==> config.mk <==
export PLATFORM = sky130hd
export DESIGN_NAME = sent_rx_frame_decoder
export DESIGN_NICKNAME = d
export VERILOG_FILES = /design/src/rtl/sent_rx_frame_decoder.sv
export SDC_FILE = /design/constraint.sdc
export NUM_CORES = 1
export LEC_CHECK = 0
export BUFFER_PORTS_ARGS = -buffer_cell sky130_fd_sc_hd__buf_2
export CORE_MARGIN = 3
export CORE_UTILIZATION = 49
export DETAILED_ROUTE_END_ITERATION = 10
export PLACE_DENSITY = 0.68
export SYNTH_ARGS = -nofsm -noshare
export SYNTH_HDL_FRONTEND = slang
export SYNTH_SLANG_ARGS = --single-unit
==> constraint.sdc <==
create_clock -name clk_tx -period 3.9 [get_ports clk_tx]
set_clock_uncertainty 0.15 [all_clocks]
set_input_delay 0.195 -clock clk_tx [delete_from_list [all_inputs] [get_ports clk_tx]]
set_output_delay 0.195 -clock clk_tx [all_outputs]
set_load 0.01 [all_outputs]
==> src/rtl/sent_rx_frame_decoder.sv <==
// ---------------------------------------------------------------------------
// sent_rx_frame_decoder
//
// Receive side of the SENT fast channel. The raw line is synchronised into
// clk_tx, and the time between consecutive falling edges is measured in SENT
// ticks. Each interval is classified as a sync, a nibble (12..27 ticks) or
// something else. A small FSM rebuilds status / data / CRC from these
// intervals, and then checks the SAE J2716 4-bit CRC. Completed frames are
// committed to the output registers together with a one-cycle strobe.
//
// Parameters
//   CLK_PER_TICK  clk_tx cycles per SENT tick (2..64)
//   DATA_NIBBLES  data nibbles per frame (1..6)
//   SYNC_TOL      accepted +/- tick deviation around the 56-tick sync pulse
//
// Ports
//   clk_tx        block clock
//   reset_tx      asynchronous, active-high reset
//   enable        receiver enable; low holds the receiver idle
//   sent_in       raw SENT line, asynchronous to clk_tx
//   frame_valid   one-cycle strobe: frame committed, CRC matches
//   crc_err       one-cycle strobe: frame committed, CRC mismatches
//   pulse_err     one-cycle strobe: bad status/data/CRC interval
//   status_nibble status nibble of the last committed frame
//   data_out      data nibbles, first received nibble in [23:20]
//   crc_rx        received CRC nibble
//   crc_calc      locally computed CRC
// ---------------------------------------------------------------------------
module sent_rx_frame_decoder #(
    parameter int CLK_PER_TICK = 4,
    parameter int DATA_NIBBLES = 6,
    parameter int SYNC_TOL     = 1
) (
    input  logic        clk_tx,
    input  logic        reset_tx,
    input  logic        enable,
    input  logic        sent_in,
    output logic        frame_valid,
    output logic        crc_err,
    output logic        pulse_err,
    output logic [3:0]  status_nibble,
    output logic [23:0] data_out,
    output logic [3:0]  crc_rx,
    output logic [3:0]  crc_calc
);

    typedef enum logic [2:0] {
        ST_EXPECT_SYNC   = 3'd0,
        ST_EXPECT_STATUS = 3'd1,
        ST_EXPECT_DATA   = 3'd2,
        ST_EXPECT_CRC    = 3'd3,
        ST_EXPECT_PAUSE  = 3'd4
    } state_t;

    localparam logic [5:0]  PRESC_MAX  = 6'(CLK_PER_TICK - 1);
    localparam logic [5:0]  PRESC_HALF = 6'(CLK_PER_TICK / 2);
    localparam logic [10:0] SYNC_LO    = 11'(56 - SYNC_TOL);
    localparam logic [10:0] SYNC_HI    = 11'(56 + SYNC_TOL);
    localparam logic [10:0] NIB_LO     = 11'd12;
    localparam logic [10:0] NIB_HI     = 11'd27;
    localparam logic [10:0] PAUSE_MAX  = 11'd768;
    localparam logic [2:0]  LAST_IDX   = 3'(DATA_NIBBLES - 1);
    localparam logic [3:0]  CRC_SEED   = 4'b0101;

    // CRC lookup for x^4+x^3+x^2+1: one augmentation step of the 4-bit CRC.
    function automatic logic [3:0] crc_tab(input logic [3:0] c);
        logic [3:0] r;
        case (c)
            4'd0:    r = 4'd0;
            4'd1:    r = 4'd13;
            4'd2:    r = 4'd7;
            4'd3:    r = 4'd10;
            4'd4:    r = 4'd14;
            4'd5:    r = 4'd3;
            4'd6:    r = 4'd9;
            4'd7:    r = 4'd4;
            4'd8:    r = 4'd1;
            4'd9:    r = 4'd12;
            4'd10:   r = 4'd6;
            4'd11:   r = 4'd11;
            4'd12:   r = 4'd15;
            4'd13:   r = 4'd2;
            4'd14:   r = 4'd8;
            4'd15:   r = 4'd5;
            default: r = 4'd0;
        endcase
        return r;
    endfunction

    // Synchroniser and edge-detect flops (idle line level is high)
    logic sync1_q, sync2_q, prev_q;

    // Interval measurement
    logic [5:0] presc_q, presc_d;
    logic [9:0] tick_q, tick_d;
    logic       armed_q, armed_d;

    // Frame assembly
    state_t      state_q, state_d;
    logic [3:0]  status_sh_q, status_sh_d;
    logic [23:0] data_sh_q, data_sh_d;
    logic [2:0]  idx_q, idx_d;
    logic [3:0]  crc_q, crc_d;

    // Committed outputs
    logic        frame_valid_q, frame_valid_d;
    logic        crc_err_q, crc_err_d;
    logic        pulse_err_q, pulse_err_d;
    logic [3:0]  status_q, status_d;
    logic [23:0] data_q, data_d;
    logic [3:0]  crc_rx_q, crc_rx_d;
    logic [3:0]  crc_calc_q, crc_calc_d;

    // Combinational helpers
    logic        fe_s;
    logic [10:0] measured_s;
    logic        is_sync_s;
    logic        is_nib_s;
    logic [3:0]  nib_s;
    logic [3:0]  crc_final_s;

    // Two-flop synchroniser plus a third flop for falling-edge detection.
    always_ff @(posedge clk_tx or posedge reset_tx) begin
        if (reset_tx) begin
            sync1_q <= 1'b1;
            sync2_q <= 1'b1;
            prev_q  <= 1'b1;
        end else begin
            sync1_q <= sent_in;
            sync2_q <= sync1_q;
            prev_q  <= sync2_q;
        end
    end

    // Interval classification of the value measured at the current edge.
    always_comb begin
        fe_s = prev_q & ~sync2_q;
        // Round to the nearest tick: a partly elapsed tick counts if at least
        // half of it has passed.
        measured_s  = 11'(tick_q) + ((presc_q >= PRESC_HALF) ? 11'd1 : 11'd0);
        is_sync_s   = (measured_s >= SYNC_LO) && (measured_s <= SYNC_HI);
        is_nib_s    = (measured_s >= NIB_LO) && (measured_s <= NIB_HI);
        // Only the low nibble matters: 12..27 maps onto 0..15 modulo 16.
        nib_s       = measured_s[3:0] - 4'd12;
        crc_final_s = crc_tab(crc_q);
    end

    // Next-state logic: counters, frame FSM and output commit.
    always_comb begin
        presc_d       = presc_q;
        tick_d        = tick_q;
        armed_d       = armed_q;
        state_d       = state_q;
        status_sh_d   = status_sh_q;
        data_sh_d     = data_sh_q;
        idx_d         = idx_q;
        crc_d         = crc_q;
        frame_valid_d = 1'b0;
        crc_err_d     = 1'b0;
        pulse_err_d   = 1'b0;
        status_d      = status_q;
        data_d        = data_q;
        crc_rx_d      = crc_rx_q;
        crc_calc_d    = crc_calc_q;

        if (!enable) begin
            // Idle: drop any partial frame and forget the edge history so the
            // first interval after re-enable starts at a real falling edge.
            state_d = ST_EXPECT_SYNC;
            presc_d = 6'd0;
            tick_d  = 10'd0;
            armed_d = 1'b0;
        end else if (fe_s) begin
            presc_d = 6'd0;
            tick_d  = 10'd0;
            armed_d = 1'b1;
            if (armed_q) begin
                case (state_q)
                    ST_EXPECT_SYNC: begin
                        // Pauses and line noise are silently skipped here.
                        if (is_sync_s) begin
                            state_d = ST_EXPECT_STATUS;
                        end else begin
                            state_d = ST_EXPECT_SYNC;
                        end
                    end
                    ST_EXPECT_STATUS: begin
                        if (is_nib_s) begin
                            status_sh_d = nib_s;
                            data_sh_d   = 24'd0;
                            idx_d       = 3'd0;
                            crc_d       = CRC_SEED;
                            state_d     = ST_EXPECT_DATA;
                        end else begin
                            pulse_err_d = 1'b1;
                            state_d     = ST_EXPECT_SYNC;
                        end
                    end
                    ST_EXPECT_DATA: begin
                        if (is_nib_s) begin
                            // Nibble k lands at [23-4k -: 4] so unused low
                            // nibbles stay zero for short frames.
                            for (int i = 0; i < 6; i++) begin
                                if (idx_q == 3'(i)) begin
                                    data_sh_d[(23 - 4 * i) -: 4] = nib_s;
                                end else begin
                                    data_sh_d[(23 - 4 * i) -: 4] = data_sh_q[(23 - 4 * i) -: 4];
                                end
                            end
                            crc_d = crc_tab(crc_q) ^ nib_s;
                            idx_d = idx_q + 3'd1;
                            if (idx_q == LAST_IDX) begin
                                state_d = ST_EXPECT_CRC;
                            end else begin
                                state_d = ST_EXPECT_DATA;
                            end
                        end else begin
                            pulse_err_d = 1'b1;
                            state_d     = ST_EXPECT_SYNC;
                        end
                    end
                    ST_EXPECT_CRC: begin
                        if (is_nib_s) begin
                            // Commit everything together, match or not.
                            status_d      = status_sh_q;
                            data_d        = data_sh_q;
                            crc_rx_d      = nib_s;
                            crc_calc_d    = crc_final_s;
                            frame_valid_d = (crc_final_s == nib_s);
                            crc_err_d     = (crc_final_s != nib_s);
                            state_d       = ST_EXPECT_PAUSE;
                        end else begin
                            pulse_err_d = 1'b1;
                            state_d     = ST_EXPECT_SYNC;
                        end
                    end
                    ST_EXPECT_PAUSE: begin
                        // A sync here means the frame had no pause pulse.
                        if (is_sync_s) begin
                            state_d = ST_EXPECT_STATUS;
                        end else if (measured_s >= NIB_LO && measured_s <= PAUSE_MAX) begin
                            state_d = ST_EXPECT_SYNC;
                        end else begin
                            state_d = ST_EXPECT_SYNC;
                        end
                    end
                    default: begin
                        state_d = ST_EXPECT_SYNC;
                    end
                endcase
            end else begin
                // First edge after reset/enable only opens the measurement.
                state_d = ST_EXPECT_SYNC;
            end
        end else begin
            if (presc_q == PRESC_MAX) begin
                presc_d = 6'd0;
                if (tick_q != 10'd1023) begin
                    tick_d = tick_q + 10'd1;
                end else begin
                    tick_d = tick_q;
                end
            end else begin
                presc_d = presc_q + 6'd1;
            end
        end
    end

    // State, counter, shadow and output registers.
    always_ff @(posedge clk_tx or posedge reset_tx) begin
        if (reset_tx) begin
            presc_q       <= 6'd0;
            tick_q        <= 10'd0;
            armed_q       <= 1'b0;
            state_q       <= ST_EXPECT_SYNC;
            status_sh_q   <= 4'd0;
            data_sh_q     <= 24'd0;
            idx_q         <= 3'd0;
            crc_q         <= 4'd0;
            frame_valid_q <= 1'b0;
            crc_err_q     <= 1'b0;
            pulse_err_q   <= 1'b0;
            status_q      <= 4'd0;
            data_q        <= 24'd0;
            crc_rx_q      <= 4'd0;
            crc_calc_q    <= 4'd0;
        end else begin
            presc_q       <= presc_d;
            tick_q        <= tick_d;
            armed_q       <= armed_d;
            state_q       <= state_d;
            status_sh_q   <= status_sh_d;
            data_sh_q     <= data_sh_d;
            idx_q         <= idx_d;
            crc_q         <= crc_d;
            frame_valid_q <= frame_valid_d;
            crc_err_q     <= crc_err_d;
            pulse_err_q   <= pulse_err_d;
            status_q      <= status_d;
            data_q        <= data_d;
            crc_rx_q      <= crc_rx_d;
            crc_calc_q    <= crc_calc_d;
        end
    end

    assign frame_valid   = frame_valid_q;
    assign crc_err       = crc_err_q;
    assign pulse_err     = pulse_err_q;
    assign status_nibble = status_q;
    assign data_out      = data_q;
    assign crc_rx        = crc_rx_q;
    assign crc_calc      = crc_calc_q;

endmodule
==> run_results.csv <==
group,metric,value,unit
power_and_ir_drop,power,1.70,mW
cts,cts_tree,"yes",
layout,stdcell_area,5340,sq um
sta,final-setup-viol-count,0,
hold_path,hold_path_end,"sync2_q",
setup_path,cpMostUsedCell,"ha_1",
routing,drt_iter0_drc,112,
synth,synth_compound_area_share,8.66,%
synth,yosys.area_share.adder,3.93,%
global_route,grt_pass1_vias,3164,
setup_path,cpPeakStageDelay,0.41,ns
place,dpl.hpwl,6680,um
place,io_buffers,42,
synth,ys_types,57,
setup_path,critPathTopFamily,"simple AND/OR/NAND/NOR gates",
setup_path,worstPathCellList,"nor4_1 -> nand2_1 -> ha_1 -> ha_1 -> xor2_1 -> inv_2 -> ha_1 -> mux2_2 -> a31o_1 -> and3_1 -> nand2_4 -> buf_12 -> mux2_1",
synth,synthTopCellsByArea,"dfrtp_1, mux2_4, ha_1, a22o_1, xor2_1",
power_and_ir_drop,leakagePower,2.68,nW
routing,drt-total-wl,9350,um
synth,yosysTopAreaCellShare,49.2,%
synth,synth_seq_cells,97,
floorplan,start_util,51.0,%
sta,relSlewSlack,44.2,%
synth,async_flop_share,100,%
place,place_area,5110,sq um
layout,syn2layout_area_growth,11.6,%
routing,viasPerCell,5.46,
setup_path,cp.required,4.00,ns
floorplan,dieHeight,105,um
power_and_ir_drop,combPwrFrac,3.5,%
layout,nFillCells,809,
cts,htree_levels,3,
hold_path,holdCritPathClass,"register to register",
layout,final_cells,587,
setup_path,reg2reg_from,"presc_q[4]",
synth,synthMuxAreaShare,13.3,%
global_route,track_usage,17.6,%
power_and_ir_drop,vdd_drop_max,0.211,mV
global_route,antenna_found_initial,0,
power_and_ir_drop,p_sw_share,25.0,%
cts,post_cts_buffers,0,
layout,num-nets-final,472,
routing,num_vias,3207,
synth,ys_seq_area_share,50.9,%
sta,period_minus_slack,3.61,ns
setup_path,startpoint_type,"register",
synth,synth-simple-area-share,14.5,%
routing,postRouteAntennaNets,0,
cts,clk_latency,0.36,ns
power_and_ir_drop,switchingPower,425,uW
cts,cts.path.max_buffers,2,
synth,syn_inst,410,
floorplan,ioPinCount,43,
synth,synth_edf_count,0,
sta,fmax,277,MHz
setup_path,r2r_end,"data_out[19]",
setup_path,crit_buf_inv,2,
synth,synth_common_cells,"dfrtp_1, mux2_4, nand2_1, nor2_1, inv_1",
layout,drive_gt1_share,23.8,%
place,dp_cells,568,
power_and_ir_drop,cellPowerDensity,318,nW/um^2
sta,tns,0,ns
layout,n_antenna_cell,0,
global_route,grt_pass1_wl,15700,um
sta,rsz0062_at_grt,"false",
synth,dominantRegCellSynth,"dfrtp_1",
synth,yosys_warnings,0,
floorplan,rows,35,
synth,syn_area,4780,sq um
setup_path,worstPathArrival,3.71,ns
floorplan,fp.coreArea,9370,sq um
cts,clockRootBuffer,"clkbuf_8",
sta,fin_crit_sh,92.7,%
sta,hold_viol,0,
floorplan,dieArea,11000,sq um
routing,wl_per_cell,15.9,um
hold_path,worstHoldStart,"sync1_q",
setup_path,cp_max_fo,27,
setup_path,r2r_setup_slack,0.29,ns
status,status,"finished clean",
place,gp_congestion,0.845,
floorplan,die_x,105,um
setup_path,endpoint_kind,"register",
cts,numClockSinks,97,
synth,yosysMostFrequentCell,"dfrtp_1",
cts,cts-buffers-inserted,9,
cts,clk_pin_slew,0.10,ns
power_and_ir_drop,p_clk_share,36.7,%
synth,synth_top_area_cell,"dfrtp_1",
hold_path,holdPathStages,0,
setup_path,cp_slowest_cell,"dfrtp_1",
setup_path,r2r.worst_path.cells,13,
routing,dr.pass1.iters,4,
global_route,grt_max_degree,70,
global_route,overflow,0,
synth,syn_area_per_cell,11.7,sq um
job,drv_cap,0,
setup_path,worstSetupPathType,"register to register",
synth,syn-num-nets,429,
sta,slew_viol_final,0,
synth,synth_top_family_by_area,"simple AND/OR/NAND/NOR gates",
power_and_ir_drop,p_seq_share,59.8,%
sta,worst_slew_pin_slew,0.836,ns
synth,synthXorXnorAreaFrac,4.58,%
routing,drc,0,
power_and_ir_drop,intPower,1.27,mW
## registers in the layout, indices dropped and copies added (netlist names)
name and count:
armed_q 1, crc_calc 4, crc_err 1, crc_q 4, crc_rx 4, data_out 24
data_sh_q 24, frame_valid 1, idx_q 3, presc_q 6, prev_q 1, pulse_err 1
state_q 3, status_nibble 4, status_sh_q 4, sync1_q 1, sync2_q 1, tick_q 10
## worst max path at each step
stage	cells after the start	end	from	slack, ns
floorplan	15	crc_rx[3]	presc_q[4]	0.30
global placement	11	status_sh_q[2]	presc_q[4]	0.43
detailed placement	13	data_out[19]	presc_q[4]	0.32
CTS	13	data_out[19]	presc_q[4]	0.29
global route	13	data_out[19]	presc_q[4]	0.04
finish	13	data_out[19]	presc_q[4]	0.29
## power by group through the flow
stage	sequential, mW	clock [mW]	combinational, mW
floorplan	1.03	0	0.0389
global placement	1.03	0	0.0592
detailed placement	1.03	0	0.0598
CTS	1.01	0.647	0.0621
global route	1.02	0.680	0.0688
finish	1.01	0.622	0.0601
## metrics by stage
stage	hold slack (ns)	util, %	setup WS [ns]
floorplan	0.0495	-	0.301
global placement	0.152	54.6	0.433
detailed placement	0.154	54.6	0.320
CTS	0.211	56.9	0.291
global route	0.220	56.9	0.0394
finish	0.210	56.9	0.285
## placed cells by master, fill, tap and decap left out, types with 4 or more instances in the layout
cell type	netlist	layout
o21ai_0	4	4
clkbuf_8	0	9
xor2_1	16	16
and2_1	7	7
and3_1	6	6
a211oi_1	6	6
nor3_1	12	12
nand4_1	7	7
mux2_1	11	11
a32o_1	5	5
dfrtp_1	94	94
a22o_1	16	16
nor2_1	27	27
mux2i_1	7	7
xnor2_1	9	9
inv_1	20	19
nand3_1	19	19
a21oi_1	4	4
buf_4	2	8
ha_1	15	15
mux2_4	28	28
buf_2	5	42
nand2_1	28	28
## area by class of cell
type | count | area, sq um | area share, %
Multi-Input combinational cell | 270 | 2150 | 40.3
Inverter | 21 | 81.3 | 1.52
Clock buffer | 9 | 124 | 2.32
Timing Repair Buffer | 54 | 320 | 6.00
Tap cell | 129 | 161 | 3.03
Sequential cell | 97 | 2430 | 45.6
Clock inverter | 7 | 66.3 | 1.24
## routing by layer
| layer | part of all wire [%] | track usage, % | vias up |
|---|---|---|---|
| met5 | 0 | 0 | - |
| met4 | 1.8 | 5.62 | 0 |
| met3 | 3.1 | 3.58 | 14 |
| met2 | 49 | 29.6 | 57 |
| met1 | 46 | 22.9 | 1602 |
| li1 | - | - | 1534 |
## cell families after synthesis
family          Yosys count
simple gates            130
flops                    97
compound gates           52
mux                      48
buf+inv                  43
xor+xnor                 25
fa+ha+maj                15
## repair_timing
item	4_1_cts	5_1_grt
endpoints found under the hold margin	70	0
setup endpoints to repair	0	0
hold buffers	3	0
gates resized for setup	0	0
Power figures use the tool's default switching activity.
